--- src/rtl/rpspmc_ad5791_pkg.sv ---
// Shared AD5791 register map constants and the configuration sequencer state type.
package rpspmc_ad5791_pkg;

  localparam logic [3:0] AD5791_ADDR_NOP     = 4'd0;
  localparam logic [3:0] AD5791_ADDR_DAC     = 4'd1;
  localparam logic [3:0] AD5791_ADDR_CTRL    = 4'd2;
  localparam logic [3:0] AD5791_ADDR_CLRCODE = 4'd3;
  localparam logic [3:0] AD5791_ADDR_SWCTRL  = 4'd4;

  // Control register bit positions (word bits 19:0).
  localparam int AD5791_CTRL_RBUF_BIT    = 1;
  localparam int AD5791_CTRL_OPGND_BIT   = 2;
  localparam int AD5791_CTRL_DACTRI_BIT  = 3;
  localparam int AD5791_CTRL_BIN_BIT     = 4;
  localparam int AD5791_CTRL_SDODIS_BIT  = 5;
  localparam int AD5791_CTRL_LINCOMP_LSB = 6;

  localparam int AD5791_SWCTRL_RESET_BIT = 2;
  localparam logic [23:0] AD5791_SWRESET_WORD = {AD5791_ADDR_SWCTRL, 20'h00004};

  localparam int TMR_W = 16;

  typedef enum logic [2:0] {
    ST_IDLE,
    ST_LOAD,
    ST_SEND,
    ST_FRAME,
    ST_RELEASE,
    ST_DONE
  } cfg_state_e;

endpackage

--- src/rtl/ad5791_cfg_timer.sv ---
// Loadable down-counter shared by every timed state of the configuration sequencer.
module ad5791_cfg_timer
  import rpspmc_ad5791_pkg::*;
#(
  parameter int CNT_W = TMR_W
) (
  input  logic             clk_i,
  input  logic             rst_n_i,
  input  logic             load_i,
  input  logic [CNT_W-1:0] load_val_i,
  output logic             zero_o
);

  logic [CNT_W-1:0] cnt_q, cnt_d;

  always_comb begin
    cnt_d = cnt_q;
    if (load_i) begin
      cnt_d = load_val_i;
    end else if (cnt_q != '0) begin
      cnt_d = cnt_q - 1'b1;
    end
  end

  always_ff @(posedge clk_i or negedge rst_n_i) begin
    if (!rst_n_i) begin
      cnt_q <= '0;
    end else begin
      cnt_q <= cnt_d;
    end
  end

  assign zero_o = (cnt_q == '0);

endmodule

--- src/rtl/axis_ad5791_cfg_seq.sv ---
// Writes one AD5791 register word per enabled channel through the serializer's config port.
// Build option AD5791_SWRESET_FIRST_EN: precede cfg_word with an AD5791 software reset word.
module axis_ad5791_cfg_seq
  import rpspmc_ad5791_pkg::*;
#(
  parameter int NUM_DAC           = 4,
  parameter int DAC_WORD_WIDTH    = 24,
  parameter int SAXIS_TDATA_WIDTH = 32,
  parameter int HOLD_CYCLES       = 8,
  parameter int SEND_CYCLES       = 8,
  parameter int FRAME_CYCLES      = 160
) (
  input  logic                         a_clk,
  input  logic                         a_resetn,
  input  logic                         start,
  input  logic [NUM_DAC-1:0]           axis_mask,
  input  logic [DAC_WORD_WIDTH-1:0]    cfg_word,
  output logic                         busy,
  output logic                         done,
  output logic                         configuration_mode,
  output logic [2:0]                   configuration_axis,
  output logic                         configuration_send,
  output logic [SAXIS_TDATA_WIDTH-1:0] M_AXISCFG_tdata,
  output logic                         M_AXISCFG_tvalid
);

`ifdef AD5791_SWRESET_FIRST_EN
  localparam logic LAST_IDX = 1'b1;
`else
  localparam logic LAST_IDX = 1'b0;
`endif

  localparam logic [TMR_W-1:0] HOLD_VAL  = TMR_W'(HOLD_CYCLES - 1);
  localparam logic [TMR_W-1:0] SEND_VAL  = TMR_W'(SEND_CYCLES - 1);
  localparam logic [TMR_W-1:0] FRAME_VAL = TMR_W'(FRAME_CYCLES - 1);

  cfg_state_e                state_q, state_d;
  logic                      start_q;
  logic [NUM_DAC-1:0]        mask_q, mask_d;
  logic [DAC_WORD_WIDTH-1:0] cfg_q, cfg_d;
  logic [2:0]                axis_q, axis_d;
  logic                      idx_q, idx_d;

  logic                      start_rise;
  logic                      tmr_load, tmr_zero;
  logic [TMR_W-1:0]          tmr_val;
  logic [NUM_DAC-1:0]        scan_mask;
  logic                      first_found, next_found;
  logic [2:0]                first_idx, next_idx;
  logic [DAC_WORD_WIDTH-1:0] word_w;

  assign start_rise = start & ~start_q;

  ad5791_cfg_timer #(.CNT_W(TMR_W)) u_timer (
    .clk_i      (a_clk),
    .rst_n_i    (a_resetn),
    .load_i     (tmr_load),
    .load_val_i (tmr_val),
    .zero_o     (tmr_zero)
  );

  // Lowest set bit overall and lowest set bit above the current axis; descending scan lets the lowest win.
  assign scan_mask = (state_q == ST_IDLE) ? axis_mask : mask_q;

  always_comb begin
    first_found = 1'b0;
    first_idx   = '0;
    next_found  = 1'b0;
    next_idx    = '0;
    for (int i = NUM_DAC - 1; i >= 0; i--) begin
      if (scan_mask[i]) begin
        first_found = 1'b1;
        first_idx   = 3'(i);
      end
      if (mask_q[i] && (3'(i) > axis_q)) begin
        next_found = 1'b1;
        next_idx   = 3'(i);
      end
    end
  end

  always_comb begin
    state_d  = state_q;
    mask_d   = mask_q;
    cfg_d    = cfg_q;
    axis_d   = axis_q;
    idx_d    = idx_q;
    tmr_load = 1'b0;
    tmr_val  = HOLD_VAL;
    case (state_q)
      ST_IDLE: begin
        if (start_rise) begin
          if (first_found) begin
            state_d  = ST_LOAD;
            mask_d   = axis_mask;
            cfg_d    = cfg_word;
            idx_d    = 1'b0;
            axis_d   = first_idx;
            tmr_load = 1'b1;
          end else begin
            state_d = ST_DONE;
          end
        end
      end
      ST_LOAD: begin
        if (tmr_zero) begin
          tmr_load = 1'b1;
          if (next_found) begin
            axis_d = next_idx;
          end else begin
            state_d = ST_SEND;
            tmr_val = SEND_VAL;
          end
        end
      end
      ST_SEND: begin
        if (tmr_zero) begin
          state_d  = ST_FRAME;
          tmr_load = 1'b1;
          tmr_val  = FRAME_VAL;
        end
      end
      ST_FRAME: begin
        // Send is low for the whole wait so the serializer re-arms before any further word.
        if (tmr_zero) begin
          tmr_load = 1'b1;
          if (idx_q != LAST_IDX) begin
            state_d = ST_LOAD;
            idx_d   = idx_q + 1'b1;
            axis_d  = first_idx;
          end else begin
            state_d = ST_RELEASE;
          end
        end
      end
      ST_RELEASE: begin
        if (tmr_zero) begin
          state_d = ST_DONE;
        end
      end
      ST_DONE: state_d = ST_IDLE;
      default: state_d = ST_IDLE;
    endcase
  end

  always_ff @(posedge a_clk or negedge a_resetn) begin
    if (!a_resetn) begin
      state_q <= ST_IDLE;
      start_q <= 1'b0;
      mask_q  <= '0;
      cfg_q   <= '0;
      axis_q  <= '0;
      idx_q   <= 1'b0;
    end else begin
      state_q <= state_d;
      start_q <= start;
      mask_q  <= mask_d;
      cfg_q   <= cfg_d;
      axis_q  <= axis_d;
      idx_q   <= idx_d;
    end
  end

`ifdef AD5791_SWRESET_FIRST_EN
  assign word_w = (idx_q == 1'b0) ? AD5791_SWRESET_WORD : cfg_q;
`else
  assign word_w = cfg_q;
`endif

  assign busy               = (state_q != ST_IDLE) && (state_q != ST_DONE);
  assign done               = (state_q == ST_DONE);
  assign configuration_mode = busy;
  assign configuration_axis = axis_q;
  assign configuration_send = (state_q == ST_SEND);
  assign M_AXISCFG_tvalid   = (state_q == ST_LOAD);
  assign M_AXISCFG_tdata    = (state_q == ST_LOAD) ?
                              {{(SAXIS_TDATA_WIDTH - DAC_WORD_WIDTH){1'b0}}, word_w} : '0;

endmodule

--- config.mk ---
export PLATFORM = sky130hd
export DESIGN_NAME = axis_ad5791_cfg_seq
export DESIGN_NICKNAME = d
export VERILOG_FILES = /design/src/rtl/rpspmc_ad5791_pkg.sv /design/src/rtl/ad5791_cfg_timer.sv /design/src/rtl/axis_ad5791_cfg_seq.sv
export SDC_FILE = /design/constraint.sdc
export NUM_CORES = 1
export LEC_CHECK = 0
export ABC_CLOCK_PERIOD_IN_PS = 6450
export BUFFER_PORTS_ARGS = -buffer_cell sky130_fd_sc_hd__buf_2
export CAP_MARGIN = 20
export CELL_PAD_IN_SITES_DETAIL_PLACEMENT = 1
export CELL_PAD_IN_SITES_GLOBAL_PLACEMENT = 2
export CORE_AREA = 2 2 92 94
export CTS_CLUSTER_DIAMETER = 60
export DETAILED_ROUTE_END_ITERATION = 10
export DIE_AREA = 0 0 94 96
export PLACE_DENSITY_LB_ADDON = 0.1
export SKIP_CTS_REPAIR_TIMING = 1
export SLEW_MARGIN = 30
export SYNTH_ARGS = -nofsm -noshare
export SYNTH_HDL_FRONTEND = slang
export SYNTH_SLANG_ARGS = --single-unit
--- constraint.sdc ---
create_clock -name a_clk -period 6.45 [get_ports a_clk]
set_input_delay 0 -clock a_clk [delete_from_list [all_inputs] [get_ports a_clk]]
set_output_delay 0 -clock a_clk [all_outputs]
set_load 0.01 [all_outputs]
==> flow_results.org, run 1 <==
** Run status
- Outcome :: finished, final reports clean

** Synth
- Count of distinct cell types in the synthesized netlist :: 40
- In the synthesized netlist the dominant register cell turns out to be sky130_fd_sc_hd__dfrtp_1.
- In this run the mean area of a mapped cell was 10.2 um^2.
- Synthesis produced 259 cells.
- Counting flops and latches in the post-synthesis netlist gives 50.
- Summed instance area of the synthesized netlist :: between 0.002 and 0.003 mm^2
- During synthesis, Yosys emitted a total of 0 warnings.
- The share of the Yosys chip area taken by registers is 0.475.
- Counting flops with a built-in enable in the synthesized netlist gives 0.
- Async set-reset flop share out of synthesis :: 1.00

** Clocking
- No sink is reached through more buffers than the 2 on the longest clock path.
- The root buffer cell chosen for the clock tree is sky130_fd_sc_hd__clkbuf_8.
- H-tree depth :: 2
- After clock tree synthesis, the clock-pin slew on the worst setup and hold paths is approximately 0.1 ns.
- Inserted Clock Buffers :: 5
- Clock latency of the later-clocked register in the worst-skew pair :: 0.31 ns
- TritonCTS built the clock tree.
- Clock sink count :: 50

** Floorplan
- slightly above 70 I/O pins were placed.
- The floorplan step set the die height to 96 um.
- Placeable Area :: 0.00805 mm^2
- Die Outline Area :: 0.00902 mm^2
- The floorplan step set the die width to 94 um.
- Std cell rows :: 33
- Starting density of the core :: 0.327

** Timing
- Peak Freq :: about 330 MHz
- At the pin with the least slew margin, the transition time is 0.914 ns.
- Across all setup checks in the final design, the least slack found is 3.38 ns.
- Count of endpoints failing hold in the final timing report :: 0
- Final clock period utilization by the worst path :: 0.476
- WHS :: 0.346 ns
- Setup violations remaining at the end of the flow were counted as 0.
- In this run the tightest slew margin relative to its limit is 0.390.
- Slew Limit Fails :: 0
- Setup repair after global routing missed its margin :: no
- Post-layout minimum cycle time :: around 3.1 ns
- Clock skew :: 0.00730 ns
- Sum of negative setup slack :: 0 ns

** Critical path
- Data arrives at the worst endpoint at about 3.3 ns.
- Required @ worst endpoint :: 6.63 ns
- The worst setup path is of the reg -> reg kind.
- Along the worst path, the maximum fanout reaches 34.
- Setup slack on the worst reg-to-reg path comes out at 3.38 ns.
- Setup crit start kind :: flip-flop
- Crit end category :: flip-flop

** Cells and area
- Fillers :: 947
- 0 antenna diodes ended up in the layout.
- Register area :: 0.00125 mm^2
- Most common library cell in the layout ignoring fill and taps :: sky130_fd_sc_hd__buf_2
- At the end of the flow, the number of nets in the layout was 380.
- Final Core Density :: 0.424
- Summing all non-filler instances in the final layout gives an area of 0.00341 mm^2.
- Of the cells placed in the final design, the portion with a size suffix greater than 1 is 0.310.
- In the layout the commonest cells are 61 x sky130_fd_sc_hd__buf_2, 50 x sky130_fd_sc_hd__dfrtp_1, 30 x sky130_fd_sc_hd__dlygate4sd3_1, 28 x sky130_fd_sc_hd__nor2_1, 27 x sky130_fd_sc_hd__mux2_2.
- Leaving out filler cells and counting taps, the final layout contains ~450.
- Area added between synthesis and finish :: 29.4%
- Area used by multi-input combinational logic :: 0.00127 mm^2

** Global routing
- For met3 alone, demand over resource in global routing was 0.0540.
- In the global route stage, overall resource usage came out at 0.151.
- Entering global routing, the biggest net connects 51 pins.
- In the global route stage, met1 resource usage came out at 0.200.
- Global routing finished with a remaining overflow of 0.
- The global routing stage identified its most utilized layer as met2.
- Met2 demand-to-capacity share in global routing :: 0.236
- The initial antenna violation count was 0.
- The first global-routing pass estimated 10700 um of wire.
- The number of global-route vias before repair is 2194.

** Power and ir drop
- Peak supply drop :: 0.125 mV
- Power spread over the standard cell area amounts to 358 mW/mm^2.
- Power comes to roughly 1.2 mW.
- Lkg Pwr :: around 1.7 nW

** Placement
- After detailed placement, the design holds a cell count of 415.
- Place WS :: 3.01 ns
- Routability-driven placement finished with a final weighted congestion of 0.743.
- After legalization and detailed placement, the total HPWL measured 4330 um.
- Input and output buffers added on the ports amount to 61.
- In this run the cell area measured after placement is approximately 0.003 mm^2.

** Route
- The detail route stage leaves a number of antenna-violating nets equal to 0.
- For this block, the initial DRC count from the detailed router was 65.
- The final layout contains routed wiring with a total length of 6580 um.
- Vias per cell :: 4.79
- Average wire length per cell after detail routing :: 14.5 um
- The first detailed-routing pass ran for 4 iterations.
- After detailed routing, the number of remaining DRC violations is 0.
- Count of vias placed by the detailed router :: roughly 2200

** Worst hold path
- Class of the most critical hold timing path :: in -> async

** Job
- Max-cap violations :: 0
-- sequential cells by signal, summed over array words and instances (netlist names) --
signal and cells:
u_timer.cnt_q 16, start_q 1, state_q 3, configuration_axis 2
mask_q 4, cfg_q 24
-- cell families (layout without fill, tap and decap cells) --
logic type | Yosys count | in the layout | share of synthesized area
buf+inv | 27 | 108 | 0.0551
mux | 32 | 32 | 0.136
simple gates | 106 | 106 | 0.220
compound gates | 32 | 32 | 0.0731
xor+xnor | 9 | 9 | 0.0299
fa+ha+maj | 2 | 2 | 0.00950
flops | 50 | 50 | 0.475
other cells | 1 | 9 | 0.00142
-- metal layers --
layer	routed length, um	up-vias
met2	3010	50
met3	350	7
met5	0	-
met4	68	0
li1	-	1066
met1	3150	1046
-- final timing paths --
kind,startpoint,endpoint,cells after the start
max,state_q[0],u_timer.cnt_q[15],7
min,a_resetn,u_timer.cnt_q[15],3
max reg2reg,state_q[0],u_timer.cnt_q[15],7
min reg2reg,cfg_q[11],cfg_q[11],1
max in group asynchronous,a_resetn,state_q[1],3
min in group a_clk,start,start_q,2
-- worst max-delay path, cell delays in order (launching register included) --
cell and delay (ns):
sky130_fd_sc_hd__dfrtp_1 0.74, sky130_fd_sc_hd__nor3_1 0.72, sky130_fd_sc_hd__nand2_1 0.21, sky130_fd_sc_hd__nor2_2 0.12, sky130_fd_sc_hd__buf_4 0.39, sky130_fd_sc_hd__inv_1 0.13
sky130_fd_sc_hd__a21oi_2 0.51, sky130_fd_sc_hd__nor2_1 0.12
-- power breakdown --
group          internal (mW)  switching, mW  leakage (nW)
clock network         0.0886          0.115        0.0478
logic                  0.249          0.240         0.977
registers              0.425          0.103         0.631
total                  0.764          0.458          1.66
-- Yosys cell counts, types with 5 or more instances --
cell | instances | area [um^2]
sky130_fd_sc_hd__a21oi_1 | 8 | 40.0
sky130_fd_sc_hd__and3_1 | 26 | 163
sky130_fd_sc_hd__buf_2 | 5 | 25.0
sky130_fd_sc_hd__buf_4 | 10 | 75.1
sky130_fd_sc_hd__clkbuf_1 | 7 | 26.3
sky130_fd_sc_hd__dfrtp_1 | 50 | 1250
sky130_fd_sc_hd__inv_1 | 5 | 18.8
sky130_fd_sc_hd__mux2_2 | 27 | 304
sky130_fd_sc_hd__nand2_1 | 16 | 60.1
sky130_fd_sc_hd__nand2b_1 | 5 | 31.3
sky130_fd_sc_hd__nor2_1 | 29 | 109
sky130_fd_sc_hd__nor2b_1 | 5 | 31.3
sky130_fd_sc_hd__nor3_1 | 8 | 40.0
sky130_fd_sc_hd__nor4_1 | 6 | 37.5
sky130_fd_sc_hd__o21ai_0 | 10 | 50.1
sky130_fd_sc_hd__xnor2_1 | 5 | 43.8
-- cell type report --
type | instances | area share
clock inverters | 2 | 0.00477
multi-input cells | 190 | 0.374
repair buffers | 95 | 0.186
clock buffers | 6 | 0.0242
inverters | 5 | 0.00550
well taps | 105 | 0.0385
flip-flops and latches | 50 | 0.367
Power figures use the tool's default switching activity.
==> inputs of run 2 (changes only) <==
--- a/config.mk
+++ b/config.mk
@@ -5,15 +5,15 @@
 export SDC_FILE = /design/constraint.sdc
 export NUM_CORES = 1
 export LEC_CHECK = 0
-export ABC_CLOCK_PERIOD_IN_PS = 6450
+export ABC_CLOCK_PERIOD_IN_PS = 2600
 export BUFFER_PORTS_ARGS = -buffer_cell sky130_fd_sc_hd__buf_2
 export CAP_MARGIN = 20
 export CELL_PAD_IN_SITES_DETAIL_PLACEMENT = 1
 export CELL_PAD_IN_SITES_GLOBAL_PLACEMENT = 2
-export CORE_AREA = 2 2 92 94
+export CORE_AREA = 2 2 99 101
 export CTS_CLUSTER_DIAMETER = 60
 export DETAILED_ROUTE_END_ITERATION = 10
-export DIE_AREA = 0 0 94 96
+export DIE_AREA = 0 0 101 103
 export PLACE_DENSITY_LB_ADDON = 0.1
 export SKIP_CTS_REPAIR_TIMING = 1
 export SLEW_MARGIN = 30
==> constraint.sdc (replaced) <==
create_clock -name a_clk -period 2.6 [get_ports a_clk]
set_input_delay 0 -clock a_clk [delete_from_list [all_inputs] [get_ports a_clk]]
set_output_delay 0 -clock a_clk [all_outputs]
set_load 0.01 [all_outputs]
==> flow_results.org, run 2 (synthesized netlist as in run 1, its figures left out) <==
** Run status
- Outcome :: complete, but fails checks
- The checks that failed: hold timing.

** Route
- The total via count after detailed routing came to 2227 (+2.7%).
- The number of DRC violations after detailed-routing iteration 0 was 64 (-1.5%).
- The average detailed-routed wire length per instance is 14.5 um (about the same).
- The number of detailed-route iterations in the first pass came to 4 (unchanged).
- Aggregate routed wire length :: 6780 um (+3.1%)
- The remaining number of nets flagged by the antenna check after routing came to 0 (unchanged).
- Vias per cell :: 4.77 (-0.40%)
- The DRC violation count after routing came to 0 (unchanged).

** Job
- The number of maximum-capacitance constraint violations came to 0 (unchanged).

** Global routing
- The total routing resource utilization after global routing is 0.135 (-0.0163).
- The largest net degree at the start of global routing is 29 (-43%).
- The wire length of the first global-routing pass came to 11100 um (+4.0%).
- Remaining Overflow, GRT :: 0 (unchanged)
- Met3 layer usage reported by global route :: 0.0447 (-0.00929)
- After global routing, the most crowded layer is met2.
- The initial antenna violation count was 0 (unchanged).
- Met2 demand-to-capacity share in global routing :: 0.220 (-0.0163)
- The number of global-route vias before repair is 2262 (+3.1%).
- The met1 demand-to-capacity share in global routing was 0.172 (-0.0281).

** Critical path
- STA classifies the critical path endpoint as a flip-flop.
- The data required time at the worst endpoint was 2.79 ns (-3.84 ns).
- The worst register-to-register path begins at u_timer.cnt_q[9].
- Critical-path cell with the highest stage delay :: sky130_fd_sc_hd__or4_4
- STA classifies the critical path startpoint as a flip-flop.
- The largest driver fanout on the critical path is 6 (-82%).
- The slack of the worst reg-to-reg path was 0.23 ns (-3.15 ns).
- Worst reg2reg path endpoint :: configuration_axis[1]
- The highest cell delay on the worst timing path was 0.56 ns (-0.18 ns).
- CP Cell Sequence :: or4_4, nand2b_4, or4_4, o21ai_2, nand2_1, mux2_4
- The critical path in this run is classified as reg -> reg.
- Reg2Reg Depth :: 6 (-1)
- Arrival @ worst endpoint :: 2.56 ns (-0.69 ns)
- Crit path top cell by count :: sky130_fd_sc_hd__or4_4

** Cells and area
- The share of final-layout standard cells stronger than drive strength 1 came to 0.323 (+0.0126).
- The antenna diode instance count was 0 (unchanged).
- Leaving out fill and tap cells, the most frequent cell in the layout is sky130_fd_sc_hd__buf_2.
- Layout Nets :: 386 (+1.6%)
- Fillers :: 1096 (+16%)
- The register with the most flip-flops in the final layout is cfg_q.
- From synthesis to final layout, the design area changed by 32.1%.
- The final cell count without fillers came to 467 (+3.1%).
- The library cells used most frequently in the layout, excluding fill and tap cells, are 61 x sky130_fd_sc_hd__buf_2, 50 x sky130_fd_sc_hd__dfrtp_1, 29 x sky130_fd_sc_hd__dlygate4sd3_1, 28 x sky130_fd_sc_hd__nor2_1, 27 x sky130_fd_sc_hd__mux2_2.
- The flip-flop count of the largest register, all copies and words added is 24 (unchanged).
- Largest regs :: cfg_q (24), u_timer.cnt_q (16), mask_q (4)
- Final Core Density :: 0.368 (-0.0556)

** Worst hold path
- Class of the most critical hold timing path :: in -> reg
- The path with the worst hold slack has its endpoint at mask_q[2].
- The worst hold path was traced through 2 stages.
- In this run the most critical hold path is launched from axis_mask[2].

** Power and ir drop
- The peak supply drop is 0.312 mV (+150%).
- Lkg Pwr :: 1.70 nW (+2.4%)
- The total power divided by cell area is 892 mW/mm^2 (+150%).
- Sum of internal, switching and leakage power :: 3.11 mW (+150%)

** Placement
- The routability congestion estimate was 0.730 (-1.7%).
- The number of placed instances, taps included is 431 (+3.9%).
- HPWL reported at the end of detailed placement :: 4780 um (+10%)
- Total of buffers placed on input and output ports :: 61 (unchanged)

** Clocking
- The H-tree depth came to 2 (unchanged).
- The clock-pin transition on the worst setup and hold timing paths came to 0.09 ns (about the same).
- Inserted Clock Buffers :: 5 (unchanged)
- TritonCTS built the clock tree.
- Root buffer selected by CTS :: sky130_fd_sc_hd__clkbuf_8
- The number of sinks handled by clock tree synthesis is 50 (unchanged).
- The clock tree buffer depth came to 2 (unchanged).
- Clock latency of the later-clocked register in the worst-skew pair :: 0.30 ns (about the same)

** Floorplan
- Count of pins on the block boundary :: 71 (unchanged)
- Starting density of the core :: 0.279 (-0.0487)
- Placeable Area :: 0.00946 mm^2 (+17%)
- Std cell rows :: 36 (+9.1%)
- Die Outline Area :: 0.0104 mm^2 (+15%)
- Die Ht :: 103 um (+7.3%)
- Die Width :: 101 um (+7.4%)

** Timing
- Slew Limit Fails :: 0 (unchanged)
- The final hold slack is -0.0143 ns (-0.361 ns).
- Max-slew headroom at the worst pin :: 0.513 (+0.123)
- The clock skew after layout is 0.00677 ns (-0.000525 ns).
- The achievable clock frequency is 422 MHz (+30%).
- Setup repair after global routing left no endpoint under its margin.
- The number of setup violations in the final report was 0 (unchanged).
- Transition at the pin with the smallest max-transition slack :: 0.719 ns (-0.195 ns)
- Count of endpoints failing hold in the final timing report :: 1 (+1)
- Final clock period utilization by the worst path :: 0.911 (+0.435)
- The shortest period the worst path allows is 2.37 ns (-0.700 ns).
- Sum of negative setup slack :: 0 ns (unchanged)
run 2: changes by cell type in the layout (fill, tap and decap cells not counted), sizes merged:
cell	delta
bufinv	+1
buf	+7
inv	-1
dlygate4sd3	-1
clkinvlp	-1
run 2: how the worst max path moves through the flow:
stage,from,cells past startpoint,to,slack (ns)
after floorplan,u_timer.cnt_q[9],6,configuration_axis[1],0.35
after global placement,u_timer.cnt_q[9],6,configuration_axis[1],0.28
after detailed placement,u_timer.cnt_q[9],6,configuration_axis[1],0.23
after CTS,u_timer.cnt_q[9],6,configuration_axis[1],0.21
after global routing,u_timer.cnt_q[9],7,state_q[0],0.10
final,u_timer.cnt_q[9],6,configuration_axis[1],0.23
run 2: through the flow:
stage	area [um^2]	setup WS (ns)
final	3480	0.231
after global placement	3070	0.277
after floorplan	2670	0.345
after detailed placement	3070	0.233
after global routing	3480	0.100
after CTS	3180	0.208
run 2: cell type report:
type | instances | area, um^2 | area share
Multi-Input combinational cell | 190 | 1280 | 0.367
Sequential cell | 50 | 1250 | 0.359
Timing Repair Buffer | 101 | 678 | 0.195
Tap cell | 114 | 143 | 0.0410
Clock buffer | 6 | 82.6 | 0.0237
Clock inverter | 1 | 30.0 | 0.00863
Inverter | 5 | 18.8 | 0.00539
run 2: routing by layer:
layer,vias to the layer above,part of all wire
li1,1076,-
met1,1098,0.48
met2,47,0.47
met3,6,0.045
met4,0,0.012
met5,-,0
run 2: critical path, delay by kind of cell (launching register included):
kind	cells	cell delay, ns
compound gates	1	0.20
flops	1	0.40
mux	1	0.30
simple gates	4	1.36
run 2: power by group:
| group | total (mW) | internal, mW | switching (mW) |
|---|---|---|---|
| clock network | 0.569 | 0.308 | 0.261 |
| registers | 1.31 | 1.06 | 0.254 |
| logic | 1.23 | 0.630 | 0.597 |
